<file path="src/rtl/time_set_ctrl_if.sv">
// Bus bundle for time_set_ctrl: button/strobe inputs and time/status outputs.
// The master side drives the buttons and the strobe; the slave side is the controller.
interface time_set_ctrl_if;
    logic       sec_p;
    logic       btn_mode;
    logic       btn_up;
    logic [3:0] master_status;
    logic [4:0] nowH;
    logic [5:0] nowM;
    logic [4:0] timerH;
    logic [5:0] timerM;
    logic       alarm;

    modport master (
        output sec_p,
        output btn_mode,
        output btn_up,
        input  master_status,
        input  nowH,
        input  nowM,
        input  timerH,
        input  timerM,
        input  alarm
    );

    modport slave (
        input  sec_p,
        input  btn_mode,
        input  btn_up,
        output master_status,
        output nowH,
        output nowM,
        output timerH,
        output timerM,
        output alarm
    );
endinterface

</file>
<file path="src/rtl/time_set_ctrl.sv">
// Time keeping / setting sequencer: button debounce, 8 digit-edit states plus run.
// Optional alarm logic is built when TIME_SET_ALARM_EN is defined.
module time_set_ctrl #(
    parameter int unsigned DEBOUNCE_CYC = 20000,
    parameter int unsigned SEC_PER_MIN  = 60,
    parameter int unsigned ALARM_SEC    = 30
) (
    input logic            mclk,
    input logic            rst_n,
    time_set_ctrl_if.slave bus
);

    localparam int unsigned DCW = $clog2(DEBOUNCE_CYC + 1);
    localparam int unsigned SCW = $clog2(SEC_PER_MIN + 1);

    if (DEBOUNCE_CYC < 1) begin : g_bad_dbnc
        $error("DEBOUNCE_CYC must be at least 1");
    end
    if (SEC_PER_MIN < 1) begin : g_bad_spm
        $error("SEC_PER_MIN must be at least 1");
    end
    if (ALARM_SEC < 1) begin : g_bad_alarm
        $error("ALARM_SEC must be at least 1");
    end

    typedef enum logic [3:0] {
        S_D0  = 4'd0,
        S_D1  = 4'd1,
        S_D2  = 4'd2,
        S_D3  = 4'd3,
        S_D4  = 4'd4,
        S_D5  = 4'd5,
        S_D6  = 4'd6,
        S_D7  = 4'd7,
        S_RUN = 4'd8
    } state_e;

    // Hour tens digit step 0->1->2->0; ones clamped to 3 when tens becomes 2.
    function automatic logic [4:0] hr_tens_up(input logic [4:0] h);
        logic [4:0] r;
        if (h >= 5'd20) begin
            r = h - 5'd20;
        end else if (h >= 5'd10) begin
            r = (h > 5'd13) ? 5'd23 : h + 5'd10;
        end else begin
            r = h + 5'd10;
        end
        return r;
    endfunction

    // Hour ones digit step; wraps after 9, or after 3 in the twenties.
    function automatic logic [4:0] hr_ones_up(input logic [4:0] h);
        logic [4:0] r;
        if (h == 5'd23) begin
            r = 5'd20;
        end else if (h == 5'd9 || h == 5'd19) begin
            r = h - 5'd9;
        end else begin
            r = h + 5'd1;
        end
        return r;
    endfunction

    // Minute tens digit step; wraps after 5.
    function automatic logic [5:0] mn_tens_up(input logic [5:0] m);
        return (m >= 6'd50) ? m - 6'd50 : m + 6'd10;
    endfunction

    // Minute ones digit step; wraps after 9.
    function automatic logic [5:0] mn_ones_up(input logic [5:0] m);
        return ((m % 6'd10) == 6'd9) ? m - 6'd9 : m + 6'd1;
    endfunction

    // Index 0 = mode button, index 1 = up button.
    logic [1:0]          btn_raw;
    logic [1:0]          s1_q;
    logic [1:0]          s2_q;
    logic [1:0]          db_q;
    logic [1:0]          db_d;
    logic [1:0]          pls_q;
    logic [1:0]          pls_d;
    logic [1:0][DCW-1:0] dc_q;
    logic [1:0][DCW-1:0] dc_d;

    state_e   state_q;
    state_e   state_d;
    logic [4:0] now_h_q;
    logic [4:0] now_h_d;
    logic [5:0] now_m_q;
    logic [5:0] now_m_d;
    logic [4:0] tmr_h_q;
    logic [4:0] tmr_h_d;
    logic [5:0] tmr_m_q;
    logic [5:0] tmr_m_d;
    logic [SCW-1:0] sec_cnt_q;
    logic [SCW-1:0] sec_cnt_d;

    logic run;
    logic roll;
    logic eat;
    logic mode_go;
    logic up_go;

    assign btn_raw = {bus.btn_up, bus.btn_mode};

    // Two-flop synchroniser for the raw buttons.
    always_ff @(posedge mclk or negedge rst_n) begin
        if (!rst_n) begin
            s1_q <= '0;
            s2_q <= '0;
        end else begin
            s1_q <= btn_raw;
            s2_q <= s1_q;
        end
    end

    // Accept a new level after it differs for DEBOUNCE_CYC cycles; pulse on rise.
    always_comb begin
        db_d = db_q;
        dc_d = '0;
        for (int i = 0; i < 2; i++) begin
            if (s2_q[i] != db_q[i]) begin
                if (dc_q[i] == DCW'(DEBOUNCE_CYC - 1)) begin
                    db_d[i] = s2_q[i];
                end else begin
                    dc_d[i] = dc_q[i] + 1'b1;
                end
            end
        end
        pls_d = db_d & ~db_q;
    end

    // Debounce state and press pulse registers.
    always_ff @(posedge mclk or negedge rst_n) begin
        if (!rst_n) begin
            db_q  <= '0;
            dc_q  <= '0;
            pls_q <= '0;
        end else begin
            db_q  <= db_d;
            dc_q  <= dc_d;
            pls_q <= pls_d;
        end
    end

    assign run     = (state_q == S_RUN);
    assign roll    = run && bus.sec_p &&
                     (sec_cnt_q == SCW'(SEC_PER_MIN - 1));
    assign mode_go = pls_q[0] & ~eat;
    assign up_go   = pls_q[1] & ~pls_q[0] & ~eat;

    // Next state, digit edits and run-time minute counting.
    always_comb begin
        state_d   = state_q;
        now_h_d   = now_h_q;
        now_m_d   = now_m_q;
        tmr_h_d   = tmr_h_q;
        tmr_m_d   = tmr_m_q;
        sec_cnt_d = sec_cnt_q;

        if (mode_go) begin
            state_d = run ? S_D0 : state_e'(state_q + 4'd1);
        end else if (up_go) begin
            unique case (state_q)
                S_D0:    now_h_d = hr_tens_up(now_h_q);
                S_D1:    now_h_d = hr_ones_up(now_h_q);
                S_D2:    now_m_d = mn_tens_up(now_m_q);
                S_D3:    now_m_d = mn_ones_up(now_m_q);
                S_D4:    tmr_h_d = hr_tens_up(tmr_h_q);
                S_D5:    tmr_h_d = hr_ones_up(tmr_h_q);
                S_D6:    tmr_m_d = mn_tens_up(tmr_m_q);
                S_D7:    tmr_m_d = mn_ones_up(tmr_m_q);
                default: ;
            endcase
        end

        if (!run) begin
            sec_cnt_d = '0;
        end else if (bus.sec_p) begin
            if (roll) begin
                sec_cnt_d = '0;
                if (now_m_q == 6'd59) begin
                    now_m_d = '0;
                    now_h_d = (now_h_q == 5'd23) ? 5'd0 : now_h_q + 5'd1;
                end else begin
                    now_m_d = now_m_q + 6'd1;
                end
            end else begin
                sec_cnt_d = sec_cnt_q + 1'b1;
            end
        end
    end

    // Status and time registers.
    always_ff @(posedge mclk or negedge rst_n) begin
        if (!rst_n) begin
            state_q   <= S_D0;
            now_h_q   <= '0;
            now_m_q   <= '0;
            tmr_h_q   <= '0;
            tmr_m_q   <= '0;
            sec_cnt_q <= '0;
        end else begin
            state_q   <= state_d;
            now_h_q   <= now_h_d;
            now_m_q   <= now_m_d;
            tmr_h_q   <= tmr_h_d;
            tmr_m_q   <= tmr_m_d;
            sec_cnt_q <= sec_cnt_d;
        end
    end

`ifdef TIME_SET_ALARM_EN
    localparam int unsigned ACW = $clog2(ALARM_SEC + 1);

    logic           alarm_q;
    logic           alarm_d;
    logic [ACW-1:0] acnt_q;
    logic [ACW-1:0] acnt_d;
    logic           match;

    // A press while ringing only silences the alarm.
    assign eat   = alarm_q & (pls_q[0] | pls_q[1]);
    assign match = roll && (now_h_d == tmr_h_q) && (now_m_d == tmr_m_q);

    // Alarm set on a matching rollover, cleared by timeout, press or leaving run.
    always_comb begin
        alarm_d = alarm_q;
        acnt_d  = acnt_q;
        if (!run || eat) begin
            alarm_d = 1'b0;
            acnt_d  = '0;
        end else if (match) begin
            alarm_d = 1'b1;
            acnt_d  = '0;
        end else if (alarm_q && bus.sec_p) begin
            if (acnt_q == ACW'(ALARM_SEC - 1)) begin
                alarm_d = 1'b0;
                acnt_d  = '0;
            end else begin
                acnt_d = acnt_q + 1'b1;
            end
        end
    end

    // Alarm registers.
    always_ff @(posedge mclk or negedge rst_n) begin
        if (!rst_n) begin
            alarm_q <= 1'b0;
            acnt_q  <= '0;
        end else begin
            alarm_q <= alarm_d;
            acnt_q  <= acnt_d;
        end
    end

    assign bus.alarm = alarm_q;
`else
    assign eat       = 1'b0;
    assign bus.alarm = 1'b0;
`endif

    assign bus.master_status = state_q;
    assign bus.nowH          = now_h_q;
    assign bus.nowM          = now_m_q;
    assign bus.timerH        = tmr_h_q;
    assign bus.timerM        = tmr_m_q;

endmodule

</file>
<file path="src/flat_wrapper.sv">
// flat-port wrapper written by rule: the top's interface ports become plain ports
module time_set_ctrl_flat 
#(
    parameter int unsigned DEBOUNCE_CYC = 20000,
    parameter int unsigned SEC_PER_MIN  = 60,
    parameter int unsigned ALARM_SEC    = 30
)
  (mclk, rst_n, bus_sec_p, bus_btn_mode, bus_btn_up, bus_master_status, bus_nowH, bus_nowM, bus_timerH, bus_timerM, bus_alarm);
  time_set_ctrl_if bus_i ();
  input logic mclk;
  input logic rst_n;
  input wire logic [$bits(bus_i.sec_p)-1:0] bus_sec_p;
  input wire logic [$bits(bus_i.btn_mode)-1:0] bus_btn_mode;
  input wire logic [$bits(bus_i.btn_up)-1:0] bus_btn_up;
  output wire logic [$bits(bus_i.master_status)-1:0] bus_master_status;
  output wire logic [$bits(bus_i.nowH)-1:0] bus_nowH;
  output wire logic [$bits(bus_i.nowM)-1:0] bus_nowM;
  output wire logic [$bits(bus_i.timerH)-1:0] bus_timerH;
  output wire logic [$bits(bus_i.timerM)-1:0] bus_timerM;
  output wire logic [$bits(bus_i.alarm)-1:0] bus_alarm;
  assign bus_i.sec_p = bus_sec_p;
  assign bus_i.btn_mode = bus_btn_mode;
  assign bus_i.btn_up = bus_btn_up;
  assign bus_master_status = bus_i.master_status;
  assign bus_nowH = bus_i.nowH;
  assign bus_nowM = bus_i.nowM;
  assign bus_timerH = bus_i.timerH;
  assign bus_timerM = bus_i.timerM;
  assign bus_alarm = bus_i.alarm;
  time_set_ctrl #(.DEBOUNCE_CYC(DEBOUNCE_CYC), .SEC_PER_MIN(SEC_PER_MIN), .ALARM_SEC(ALARM_SEC)) u_core (.mclk(mclk), .rst_n(rst_n), .bus(bus_i));
endmodule
</file>
<file path="config.mk">
export PLATFORM = sky130hd
export DESIGN_NAME = time_set_ctrl_flat
export DESIGN_NICKNAME = d
export VERILOG_FILES = /design/src/rtl/time_set_ctrl_if.sv /design/src/rtl/time_set_ctrl.sv /design/src/flat_wrapper.sv
export SDC_FILE = /design/constraint.sdc
export NUM_CORES = 1
export LEC_CHECK = 0
export CORE_ASPECT_RATIO = 0.8
export CORE_MARGIN = 2
export CORE_UTILIZATION = 40
export CTS_CLUSTER_SIZE = 8
export DETAILED_ROUTE_END_ITERATION = 7
export HOLD_SLACK_MARGIN = 0.05
export MAX_ROUTING_LAYER = met4
export PLACE_DENSITY_LB_ADDON = 0.1
export SLEW_MARGIN = 10
export SYNTH_ARGS = -nofsm -noshare
export SYNTH_HDL_FRONTEND = slang
export SYNTH_SLANG_ARGS = --single-unit
</file>
<file path="constraint.sdc">
create_clock -name mclk -period 4.8 [get_ports mclk]
set_input_delay 0.96 -clock mclk [delete_from_list [all_inputs] [get_ports mclk]]
set_output_delay 0.96 -clock mclk [all_outputs]
set_load 0.05 [all_outputs]
</file>
**Yosys cells after proc, flatten, opt, wreduce, memory -nomap -nowiden**

Index checks and enable logic that the tools add are counted.

- Add/sub/neg operators: 20
- $lt $le $gt $ge: 8
- Eq/ne operators: 23
- Reductions and logical operators: 9
- Multiplexer cells: 43
- Divide/modulo/power cells: 2
- Bitwise gates (word level): 4

Operators by type and width:

| kind | number |
|---|---|
| 5-bit 2-to-1 mux | 17 |
| 6-bit 2-to-1 mux | 13 |
| 15-bit 2-to-1 mux | 4 |
| 15-bit by 1-bit adder with 15-bit output (second input constant) | 2 |
| 15-bit == test (second input constant) | 2 |
| 6-bit case mux with 2 select lines | 2 |
| 5-bit == test (second input constant) | 4 |
| 5-bit case mux with 2 select lines | 2 |
| 6-bit by 1-bit adder with 6-bit output (second input constant) | 3 |
| 4-bit by 3-bit == test with 1-bit output (second input constant) | 4 |
| 6-bit by 4-bit adder with 6-bit output (second input constant) | 2 |
| 6-bit by 4-bit == test with 1-bit output (second input constant) | 2 |
| 6-bit == test (second input constant) | 2 |
| 6-bit greater-or-equal comparator (second input constant) | 2 |
| 6-bit by 4-bit remainder unit with 6-bit output (second input constant) | 2 |
| 6-bit by 4-bit subtractor with 6-bit output (second input constant) | 2 |
| 6-bit subtractor (second input constant) | 2 |
| 5-bit by 1-bit adder with 5-bit output (second input constant) | 2 |
| 5-bit by 4-bit adder with 5-bit output (second input constant) | 2 |
| 5-bit by 4-bit == test with 1-bit output (second input constant) | 2 |
| 5-bit by 4-bit greater-or-equal comparator with 1-bit output (second input constant) | 2 |
| 5-bit greater-or-equal comparator (second input constant) | 2 |
| 5-bit by 4-bit > comparator with 1-bit output (second input constant) | 2 |
| 5-bit by 4-bit subtractor with 5-bit output (second input constant) | 2 |
| other kinds (18) | 28 |

- Logic and storage cells: 121
- Register bits after elaboration: 70
- Output and inout port bits: 27
- Input port bits: 5

**Longest topological paths before layout**

Gate-level depths: netlist of the first run.

- Depth after elaboration: 11
- Mapped depth: 15
- Depth with buffers taken out: 14

**Worst setup path before layout of the first run**

No wires, ideal clock.

- Kind: reg-to-reg
- From: register u_core.tmr_m_q[3], in the netlist u_core.bus.timerM[3]
- To: register u_core.tmr_m_q[5], in the netlist u_core.bus.timerM[5]
- Setup slack: 1.055 ns
- Cell stages (with the launch flop): 15
- Arrival: 3.626 ns
- Required time: 4.681 ns
- Setup time: 0.119 ns
- Cell sequence: dfrtp_1 -> clkbuf_1 -> inv_1 -> ha_1 -> o211ai_1 -> a2111oi_0 -> o21ai_0 -> a21boi_1 -> ha_1 -> a21o_1 -> a21o_1 -> a31oi_1 -> xor2_1 -> o21a_1 -> o21a_1

- Word-level cells in the longest chain between the ends: 4
- Elaborated cells between the ends (all ways): 10
- Those cells by class: add/sub (4); div (1); order compare (1); eq/ne (1); mux (3)

RTL lines:

| item | RTL line | text |
|---|---|---|
| start: declaration | time_set_ctrl.sv:93 | `logic [5:0] tmr_m_q;` |
| start signal: assignment | time_set_ctrl.sv:208 | `tmr_m_q <= tmr_m_d;` |
| 6-bit by 4-bit remainder unit with 6-bit output | time_set_ctrl.sv:71 | `return ((m % 6'd10) == 6'd9) ? m - 6'd9 : m + 6'd1;` |
| 6-bit by 4-bit == test with 1-bit output | time_set_ctrl.sv:71 |  |
| 6-bit 2-to-1 mux | time_set_ctrl.sv:71 |  |
| 6-bit case mux with 2 select lines * | time_set_ctrl.sv:164 | `unique case (state_q)` |

Mark *: on every way between the ends. The rest lies on a longest branch, timed or not.
A chain may end at the register's enable or synchronous reset.

**Worst setup path after layout of the first run**

Same ends and word-level chain as after synthesis.

==> results of run 1 <==
sequential cells by signal (all words and copies together), names as in the netlist:
signal	count
u_core.s2_q	2
u_core.bus.timerM	6
u_core.bus.master_status	4
u_core.bus.nowH	5
u_core.db_q	2
u_core.s1_q	2
u_core.sec_cnt_q	6
u_core.bus.nowM	6
u_core.pls_q	2
u_core.dc_q	30
u_core.bus.timerH	5
Yosys cell counts, drive strengths merged (9+ instances only):
cell type / number / area (µm²)
nor3: 17 / 85.1
a21oi: 35 / 175
dfrtp: 70 / 1750
inv: 31 / 116
o22ai: 9 / 62.6
nand2: 55 / 209
o211ai: 11 / 87.6
nor2: 72 / 270
nand3: 32 / 165
o21ai: 40 / 200
nor2b: 9 / 56.3
xor2: 24 / 210
clkbuf: 19 / 71.3
xnor2: 24 / 210
ha: 53 / 663
and3: 9 / 61.3
power by group:
group          switching [µW]  total [µW]  leakage [µW]  internal, µW
sequential               6.26         603      0.000941           596
clock                     264         736      0.000156           473
combinational            25.1        35.0       0.00151          9.87
metrics by stage:
| stage | worst slack, ns | instance area [µm²] | hold slack (ns) | instances | total power, µW |
|---|---|---|---|---|---|
| detailed placement | 1.12 | 5930 | 0.335 | 833 | 650 |
| floorplan | 1.06 | 5480 | 0.331 | 643 | 629 |
| finish | 1.06 | 6260 | 0.347 | 849 | 1370 |
| CTS | 1.09 | 6260 | 0.349 | 849 | 1400 |
| global route | 0.792 | 6260 | 0.371 | 849 | 1430 |
| global placement | 1.22 | 5930 | 0.334 | 833 | 649 |
layout make-up:
class | count | area [µm²] | area share [%]
well taps | 180 | 225 | 3.60
inverters | 31 | 116 | 1.86
flip-flops and latches | 70 | 1750 | 28.0
repair buffers | 33 | 320 | 5.12
clock inverters | 6 | 92.6 | 1.48
clock buffers | 10 | 239 | 3.82
multi-input cells | 519 | 3510 | 56.1
layer usage:
| layer | GRT usage (%) | wire length [µm] |
|---|---|---|
| met1 | 25.9 | 6310 |
| met2 | 28.7 | 5700 |
| met3 | 3.49 | 497 |
| met4 | 5.71 | 137 |
| met5 | - | 0 |
worst paths after layout:
check,from,to,slack [ns]
max in group asynchronous,rst_n,u_core.bus.nowH[4],3.45
hold reg to reg,u_core.s1_q[0],u_core.s2_q[0],0.35
setup / recovery,u_core.bus.timerM[3],u_core.bus.timerM[5],1.06
hold / removal,u_core.s1_q[0],u_core.s2_q[0],0.35
min in group asynchronous,rst_n,u_core.dc_q[22],0.76
setup reg to reg,u_core.bus.timerM[3],u_core.bus.timerM[5],1.06
cell families (layout without fill, tap and decap cells):
| kind of cell | after synthesis | after routing | share of synthesized area [%] |
|---|---|---|---|
| mux | 11 | 11 | 2.31 |
| buf+inv | 54 | 80 | 3.86 |
| fa+ha+maj | 54 | 54 | 12.5 |
| xor+xnor | 48 | 48 | 7.68 |
| flops | 70 | 70 | 32.0 |
| compound gates | 164 | 164 | 20.0 |
| simple gates | 241 | 241 | 21.6 |
| other cells | 1 | 1 | 0.0685 |
==> summary.txt, run 1 <==
Logic synthesis
  – Syn Inst Count: 643
  – Top_reg_cell synth: dfrtp_1
  – EDFF count, synth: 0
  – Net count after synthesis: 702
  – Ys async rst share: 100%
  – Synth Register Bits: 70
  – Netlist cell types: 71
  – Post-synthesis area per instance: 8.52 µm²
  – Register area share after synthesis: 32.0%
  – YS warnings: 0
  – Syn Std Cell Area: 5480 µm²

Timing
  – Fmax: 0.268 GHz
  – Unrepaired setup endpoints after global routing: no
  – Post-layout min period: 3.74 ns
  – Hold Fails Final Rpt: 0
  – Final setup fails: 0
  – Max-slew violations: 0
  – Setup_tns: 0 ns
  – Worst Skew: 0.00713 ns
  – Worst slew margin: 24.2%
  – Fin crit share: 77.8%
  – Tightest Pin Transition: 1.13 ns

CTS
  – Bufs on Longest Clock Path: 2
  – Root buffer cell: clkbuf_16
  – Post-CTS Setup Repair Bufs: 0
  – Clock slew at reported path FFs: 0.06 ns
  – CTS Buf Count: 9
  – Worst skew pair latency: 0.33 ns
  – H-tree levels: 3
  – # hold bufs at CTS: 0
  – CTS tree: yes
  – Num Clock Sinks: 70
  – Post-CTS Resized: 0

Setup path
  – Buf/Inv on CP: 1
  – Crit path required time: 5.07 ns
  – Worst Reg2Reg Path Length in Cells: 13
  – CP arrival: 4.01 ns
  – Crit. path cell count: 13
  – CP max stage delay: 0.62 ns
  – Critical path type: reg2reg
  – Worst setup EP type: flop
  – Worst setup SP type: flop
  – Worst path cell trace: inv_1 > ha_1 > o211ai_1 > a2111oi_0 > o21ai_0 > a21boi_1 > ha_1 > a21o_1 > a21o_1 > a31oi_1 > xor2_1 > a221oi_1 > o21a_1
  – CP Max Fanout: 17
  – Delay-heaviest family, CP: compound AO/OA/AOI/OAI gates
  – Slowest cell on crit path: dfrtp_1

Route
  – Drt initial violations: 256
  – Drt pass-1 iters: 5
  – Via count: 4,766
  – Via density: 5.61
  – Routed Wire Length: 12,600 µm
  – Routed length per placed instance: 14.9 µm
  – DRC Markers: 0
  – Final ANT Viol Nets: 0

Floorplanning
  – Core ar.: 13,500 µm²
  – Row cnt: 38
  – Die W: 135 µm
  – Die area: 14,600 µm²
  – # IOs: 32
  – Initial Utilization: 40.7%
  – Die H: 109 µm

Cells and area
  – Share of cells above drive strength 1: 5.53%
  – Fin util: 46.5%
  – Layout area overhead: 14.3%
  – Filler cells: 1,297
  – Most frequent cells in the layout: nor2_1 (72), dfrtp_1 (70), nand2_1 (54)
  – Number of diodes: 0
  – Nets: 723
  – Commonest non-fill, non-tap cell in the layout: nor2_1

Global routing
  – Total track usage: 18.9%
  – First-pass GRT wire length: 22,200 µm
  – Largest net degree at the start of global routing: 71
  – Total grt overflow: 0
  – Vias in the first global route: 4,653
  – Initial antenna violation count: 0

Job
  – Max-cap violation count: 0

Placed design
  – PortBufs: 30
  – DP HPWL: 8980 µm
  – Placer Congestion: 0.839

Run status
  – Status: finished clean

Pwr
  – Leak pwr: 0.00261 µW
  – PD cells: 220 nW/µm²
  – VDD IR max: 0.000248 V

Min path
  – WHS Path Cells: 0
  – Hold crit path type: reg2reg
No activity file was read; power rests on OpenSTA's default activity.
==> inputs of run 2 (changes only) <==
==> constraint.sdc (replaced) <==
create_clock -name mclk -period 3.15 [get_ports mclk]
set_input_delay 0.63 -clock mclk [delete_from_list [all_inputs] [get_ports mclk]]
set_output_delay 0.63 -clock mclk [all_outputs]
set_load 0.05 [all_outputs]
==> run 2 against run 1 <==
  * Global-route usage is 0.33 points higher
  * Cell count rose by 3.1%
  * Wire length up 3.6%
  * Clock power increased by 47%
  * Sequential power rose by 52%
  * Non-clock buffer count rose by 26
  * Via count up 0.88%
  * Count of clock-buffer cells in the layout is 2 higher
  * Clock skew decreased by 0.00051 ns
  * Critical path depth grew 2
  * Largest cell class unchanged
==> summary.txt, run 2 (synthesis results as in run 1) <==
Cells and area
  – Fin util: 48.7% (was 46.5%)
  – Biggest register: u_core.dc_q (unchanged)
  – Most frequent cells in the layout: nor2_1 (71), dfrtp_1 (64), nand2_1 (54) (was nor2_1 (72), dfrtp_1 (70), nand2_1 (54))
  – Design area: 6550 µm² (was 6260 µm²)
  – Number of diodes: 0 (unchanged)
  – Commonest non-fill, non-tap cell in the layout: nor2_1 (unchanged)
  – Area of the multi-input gates: 3600 µm² (was 3510 µm²)
  – Storage element area: 1760 µm² (was 1750 µm²)
  – Layout area overhead: 19.6% (was 14.3%)
  – Nets: 749 (was 723)
  – Max reg flops: 30 (unchanged)
  – Filler cells: 1,304 (was 1,297)
  – Share of cells above drive strength 1: 11.4% (was 5.53%)

Setup path
  – CP max stage delay: 0.46 ns (was 0.62 ns)
  – CP dominant cell by count: buf_4
  – Crit path required time: 3.33 ns (was 5.07 ns)
  – CP arrival: 3.28 ns (was 4.01 ns)
  – Slowest cell on crit path: dfrtp_2 (was dfrtp_1)
  – Delay-heaviest family, CP: compound AO/OA/AOI/OAI gates (unchanged)
  – Worst setup SP type: flop (unchanged)
  – R2R Setup Slk: 0.05 ns (was 1.06 ns)
  – CP Max Fanout: 5 (was 17)
  – Critical path type: reg2reg (unchanged)
  – Buf/Inv on CP: 4 (was 1)
  – Worst setup EP type: flop (unchanged)
  – Worst path cell trace: buf_6 > and3b_2 > o21a_1 > buf_4 > o2111a_1 > o21ai_1 > a21boi_2 > buf_4 > buf_4 > fa_1 > a21oi_2 > nor2_1 > xor2_1 > a21oi_1 > o22ai_1 (was inv_1 > ha_1 > o211ai_1 > a2111oi_0 > o21ai_0 > a21boi_1 > ha_1 > a21o_1 > a21o_1 > a31oi_1 > xor2_1 > a221oi_1 > o21a_1)

CTS
  – # hold bufs at CTS: 0 (unchanged)
  – H-tree levels: 3 (unchanged)
  – Clock slew at reported path FFs: 0.06 ns (about the same)
  – CTS Buf Count: 9 (unchanged)
  – CTS tree: yes (unchanged)
  – Bufs on Longest Clock Path: 2 (unchanged)
  – Worst skew pair latency: 0.34 ns (was 0.33 ns)
  – Num Clock Sinks: 70 (unchanged)
  – Root buffer cell: clkbuf_16 (unchanged)

Global routing
  – Met1 Usage GRT: 26.5% (was 25.9%)
  – GRT Max-Usage Layer: met2 (unchanged)
  – Vias in the first global route: 4,541 (was 4,653)
  – First-pass GRT wire length: 22,200 µm (unchanged)
  – Total grt overflow: 0 (unchanged)
  – Initial antenna violation count: 0 (unchanged)
  – Total track usage: 19.3% (was 18.9%)
  – Grt met3 use: 3.35% (was 3.49%)
  – GR Util met2: 29.6% (was 28.7%)
  – Largest net degree at the start of global routing: 49 (was 71)

Floorplanning
  – Initial Utilization: 40.7% (unchanged)
  – Die W: 135 µm (unchanged)
  – Row cnt: 38 (unchanged)
  – Die H: 109 µm (unchanged)
  – # IOs: 32 (unchanged)
  – Die area: 14,600 µm² (unchanged)
  – Core ar.: 13,500 µm² (unchanged)

Route
  – Drt pass-1 iters: 5 (unchanged)
  – DRC Markers: 0 (unchanged)
  – Routed length per placed instance: 15.0 µm (was 14.9 µm)
  – Drt initial violations: 374 (was 256)
  – Via count: 4,808 (was 4,766)
  – Via density: 5.49 (was 5.61)
  – Final ANT Viol Nets: 0 (unchanged)
  – Routed Wire Length: 13,100 µm (was 12,600 µm)

Pwr
  – Total power: 2060 µW (was 1370 µW)
  – Sw Share: 21.2% (was 21.5%)
  – Comb pwr share: 2.9% (was 2.5%)
  – Leak pwr: 0.00276 µW (was 0.00261 µW)
  – Net Sw Power: 435 µW (was 295 µW)
  – Internal power: 1620 µW (was 1080 µW)
  – PD cells: 314 nW/µm² (was 220 nW/µm²)
  – Seq pwr share: 44.6% (was 43.9%)
  – Clock power share: 52.5% (was 53.6%)
  – VDD IR max: 0.000259 V (was 0.000248 V)

Timing
  – PnR worst setup slack: 0.0490 ns (was 1.06 ns)
  – Hold slack: 0.302 ns (was 0.347 ns)
  – Unrepaired setup endpoints after global routing: yes (was no)
  – Fmax: 0.322 GHz (was 0.268 GHz)
  – Final setup fails: 0 (unchanged)
  – Tightest Pin Transition: 0.872 ns (was 1.13 ns)
  – Max-slew violations: 0 (unchanged)
  – Post-layout min period: 3.10 ns (was 3.74 ns)
  – Fin crit share: 98.4% (was 77.8%)
  – Hold Fails Final Rpt: 0 (unchanged)
  – Worst Skew: 0.00662 ns (was 0.00713 ns)
  – Worst slew margin: 41.0% (was 24.2%)

Placed design
  – PortBufs: 30 (unchanged)
  – DP HPWL: 9370 µm (was 8980 µm)
  – DP Worst Slack: -0.0166 ns (was 1.12 ns)
  – Placer Congestion: 0.870 (was 0.839)
  – Placed Area: 6110 µm² (was 5930 µm²)

Run status
  – Status: finished clean (unchanged)

Job
  – Max-cap violation count: 0 (unchanged)

Min path
  – Hold crit path type: in2async (was reg2reg)
[run 2: changes by cell type in the layout (fill, tap and decap cells not counted), moves of 2 or more]
cell / previous run / this run
o21ai_1: 5 / 7
dfrtp_1: 70 / 64
ha_4: 0 / 3
inv_6: 2 / 0
dfrtp_2: 0 / 6
inv_1: 31 / 29
buf_4: 4 / 26
a2111oi_0: 4 / 2
o21ai_0: 35 / 33
ha_1: 53 / 50
clkbuf_1: 0 / 3
[run 2: layout make-up]
cell class              count  share of cell area [%]
multi-input cells         519                    55.0
flip-flops and latches     70                    26.9
repair buffers             59                    8.16
clock buffers              12                    3.61
well taps                 180                    3.44
inverters                  31                    1.82
clock inverters             4                    1.11
[run 2: per-layer routing]
metal | vias to the layer above | share of wire, %
met5 | - | 0
met4 | 0 | 0.92
met3 | 10 | 2.5
met2 | 74 | 44
met1 | 2316 | 52
li1 | 2408 | -
[run 2: final timing paths]
| kind | startpoint | endpoint | depth (start not counted) |
|---|---|---|---|
| worst max-delay path | u_core.bus.timerM[4] | u_core.bus.timerM[4] | 15 |
| worst min register to register | u_core.s1_q[0] | u_core.s2_q[0] | 0 |
| min in group mclk | u_core.s1_q[0] | u_core.s2_q[0] | 0 |
| worst max register to register | u_core.bus.timerM[4] | u_core.bus.timerM[4] | 15 |
| max in group asynchronous | rst_n | u_core.bus.timerM[3] | 2 |
| worst min-delay path | rst_n | u_core.dc_q[21] | 1 |
[run 2: stage by stage]
stage	cells	setup TNS, ns
after floorplan	643	-0.138
after global placement	851	0
after detailed placement	851	-0.0166
after CTS	869	0
after global routing	875	-0.180
final	875	0
[run 2: power groups by stage]
stage,clock (µW),combinational [µW],sequential [µW]
global placement,0,61.4,932
detailed placement,0,62.2,933
floorplan,0,24.3,935
global route,1140,69.7,918
finish,1080,60.1,917
CTS,1110,62.2,916
[run 2: repair_timing]
item,4_1_cts,5_1_grt
buffers inserted,2,6
resized for setup,2,11
pin swaps,1,12
endpoints found under the setup margin,1,6
[run 2: worst reg2reg max path: stages, from the launching register on]
cell and delay [ns]:
dfrtp_2 0.46, buf_6 0.15, and3b_2 0.21, o21a_1 0.21
buf_4 0.14, o2111a_1 0.22, o21ai_1 0.17, a21boi_2 0.10
buf_4 0.15, buf_4 0.13, fa_1 0.41, a21oi_2 0.16
nor2_1 0.06, xor2_1 0.14, a21oi_1 0.14, o22ai_1 0.10
==> inputs of run 3 (changes only) <==
--- a/config.mk
+++ b/config.mk
@@ -12,7 +12,7 @@
 export DETAILED_ROUTE_END_ITERATION = 7
 export HOLD_SLACK_MARGIN = 0.05
 export MAX_ROUTING_LAYER = met4
-export PLACE_DENSITY_LB_ADDON = 0.1
+export PLACE_DENSITY = 0.57
 export SLEW_MARGIN = 10
 export SYNTH_ARGS = -nofsm -noshare
 export SYNTH_HDL_FRONTEND = slang
==> run 3 against run 2 <==
  * Via count rose by 0.48%
  * Final area fell by 0.73%
  * Count of clock-buffer cells in the layout is 3 lower
  * Combinational power fell by 2%
  * Register-to-register slack improved by 0.03 ns
  * Global-route usage fell by 0.20 points
  * Critical path depth decreased by 2
  * Clock power barely moved
  * Critical path type unchanged
==> summary.txt, run 3 (synthesis results as in run 1) <==
Cells and area
  – Biggest register: u_core.dc_q (unchanged)
  – Share of cells above drive strength 1: 10.9% (was 11.4%)
  – Nets: 745 (was 749)
  – Most frequent cells in the layout: nor2_1 (71), dfrtp_1 (65), nand2_1 (54) (was nor2_1 (71), dfrtp_1 (64), nand2_1 (54))
  – Max reg flops: 30 (unchanged)
  – Commonest non-fill, non-tap cell in the layout: nor2_1 (unchanged)
  – Filler cells: 1,265 (was 1,304)
  – Design area: 6500 µm² (was 6550 µm²)
  – Number of diodes: 0 (unchanged)
  – Layout area overhead: 18.7% (was 19.6%)

Timing
  – Fin crit share: 97.5% (was 98.4%)
  – Setup_tns: 0 ns (unchanged)
  – Unrepaired setup endpoints after global routing: yes (unchanged)
  – Fmax: 0.326 GHz (was 0.322 GHz)
  – Post-layout min period: 3.07 ns (was 3.10 ns)
  – Final setup fails: 0 (unchanged)
  – Worst slew margin: 18.4% (was 41.0%)
  – Worst Skew: 0.0107 ns (was 0.00662 ns)
  – Max-slew violations: 0 (unchanged)
  – Tightest Pin Transition: 1.21 ns (was 0.872 ns)
  – Hold slack: 0.294 ns (was 0.302 ns)
  – Hold Fails Final Rpt: 0 (unchanged)

Setup path
  – Critical path type: reg2reg (unchanged)
  – CP Max Fanout: 8 (was 5)
  – CP arrival: 3.30 ns (was 3.28 ns)
  – Worst setup EP type: flop (unchanged)
  – Crit path required time: 3.38 ns (was 3.33 ns)
  – Worst setup SP type: flop (unchanged)

Global routing
  – Initial antenna violation count: 0 (unchanged)
  – Vias in the first global route: 4,535 (was 4,541)
  – First-pass GRT wire length: 22,200 µm (about the same)
  – Total grt overflow: 0 (unchanged)
  – Largest net degree at the start of global routing: 71 (was 49)
  – Total track usage: 19.1% (was 19.3%)

Placed design
  – Placed Area: 6100 µm² (was 6110 µm²)
  – DP HPWL: 9380 µm (was 9370 µm)
  – PortBufs: 30 (unchanged)
  – Placer Congestion: 0.924 (was 0.870)

CTS
  – Num Clock Sinks: 70 (unchanged)
  – Bufs on Longest Clock Path: 2 (unchanged)
  – CTS tree: yes (unchanged)
  – Root buffer cell: clkbuf_16 (unchanged)
  – CTS Buf Count: 9 (unchanged)
  – H-tree levels: 3 (unchanged)
  – Worst skew pair latency: 0.34 ns (about the same)
  – # hold bufs at CTS: 0 (unchanged)
  – Clock slew at reported path FFs: 0.06 ns (about the same)

Floorplanning
  – # IOs: 32 (unchanged)
  – Core ar.: 13,500 µm² (unchanged)
  – Die area: 14,600 µm² (unchanged)
  – Die W: 135 µm (unchanged)
  – Row cnt: 38 (unchanged)
  – Die H: 109 µm (unchanged)
  – Initial Utilization: 40.7% (unchanged)

Route
  – Routed length per placed instance: 15.2 µm (was 15.0 µm)
  – Drt initial violations: 268 (was 374)
  – Routed Wire Length: 13,200 µm (was 13,100 µm)
  – Via density: 5.55 (was 5.49)
  – Final ANT Viol Nets: 0 (unchanged)
  – DRC Markers: 0 (unchanged)
  – Drt pass-1 iters: 5 (unchanged)
  – Via count: 4,831 (was 4,808)

Pwr
  – Leak pwr: 0.00272 µW (was 0.00276 µW)
  – VDD IR max: 0.000438 V (was 0.000259 V)
  – PD cells: 311 nW/µm² (was 314 nW/µm²)

Run status
  – Status: finished clean (unchanged)

Job
  – Max-cap violation count: 0 (unchanged)

Min path
  – Hold crit path type: in2async (unchanged)
## run 3: changes by cell type in the layout (fill, tap and decap cells not counted), sizes merged
| cell | previous run | this run |
|---|---|---|
| buf | 29 | 26 |
| dlymetal6s2s | 1 | 0 |
| clkinv | 1 | 2 |
| inv | 31 | 35 |
| clkinvlp | 1 | 0 |
| bufinv | 2 | 1 |
| clkbuf | 12 | 9 |
## run 3: final cells by class
| type | count | area [µm²] | area share, % |
|---|---|---|---|
| multi-input cells | 519 | 3590 | 55.3 |
| flip-flops and latches | 70 | 1760 | 27.0 |
| repair buffers | 55 | 503 | 7.74 |
| clock buffers | 9 | 225 | 3.46 |
| well taps | 180 | 225 | 3.46 |
| inverters | 31 | 119 | 1.83 |
| clock inverters | 7 | 78.8 | 1.21 |
## run 3: per-stage QoR
stage,total power [µW],worst slack [ns],cells,utilization [%]
floorplan,959,-0.138,643,-
global placement,993,0.102,849,45.3
detailed placement,994,-0.0319,849,45.3
CTS,2050,0.0167,869,47.8
global route,2100,-0.0732,871,48.3
finish,2020,0.0788,871,48.3
## run 3: metal layers
metal / global-route usage [%] / wire length, µm / vias up
met2: 30.5 / 6250 / 127
met3: 3.07 / 600 / 12
li1: - / - / 2394
met5: - / 0 / -
met1: 25.7 / 6230 / 2298
met4: 4.29 / 126 / 0
## run 3: what timing repair did
| item | CTS | global route |
|---|---|---|
| setup endpoints to repair | 1 | 4 |
| hold endpoints to repair | 0 | 0 |
| pin swaps | 0 | 12 |
| buffers inserted | 4 | 3 |
| gates resized for setup | 1 | 10 |
## run 3: power breakdown
part | total (µW) | switching (µW) | internal (µW) | leakage [µW]
sequential | 916 | 7.41 | 909 | 0.000932
clock | 1050 | 421 | 624 | 0.000151
combinational | 58.8 | 40.5 | 18.3 | 0.00164
## run 3: worst paths after layout
kind                       slack (ns)  depth (start not counted)            startpoint                    to
max                              0.08                         13  u_core.bus.timerM[3]  u_core.bus.timerM[5]
min                              0.29                          2                 rst_n       u_core.dc_q[13]
max reg2reg                      0.08                         13  u_core.bus.timerM[3]  u_core.bus.timerM[5]
min reg2reg                      0.35                          0        u_core.s1_q[0]        u_core.s2_q[0]
max in group asynchronous        2.49                          2                 rst_n    u_core.bus.nowM[3]
min in group mclk                0.35                          0        u_core.s1_q[0]        u_core.s2_q[0]
## run 3: worst max-delay path, stage by stage (launching register included)
cell and delay [ns]:
dfrtp_2 0.48, ha_4 0.20, nor3b_4 0.18, o211ai_1 0.15, a2111oi_4 0.32, o21ai_1 0.12
a21boi_2 0.20, ha_1 0.26, a21o_1 0.17, a21o_1 0.19, a31oi_1 0.19, xor2_1 0.26
a221oi_2 0.09, o21a_1 0.15
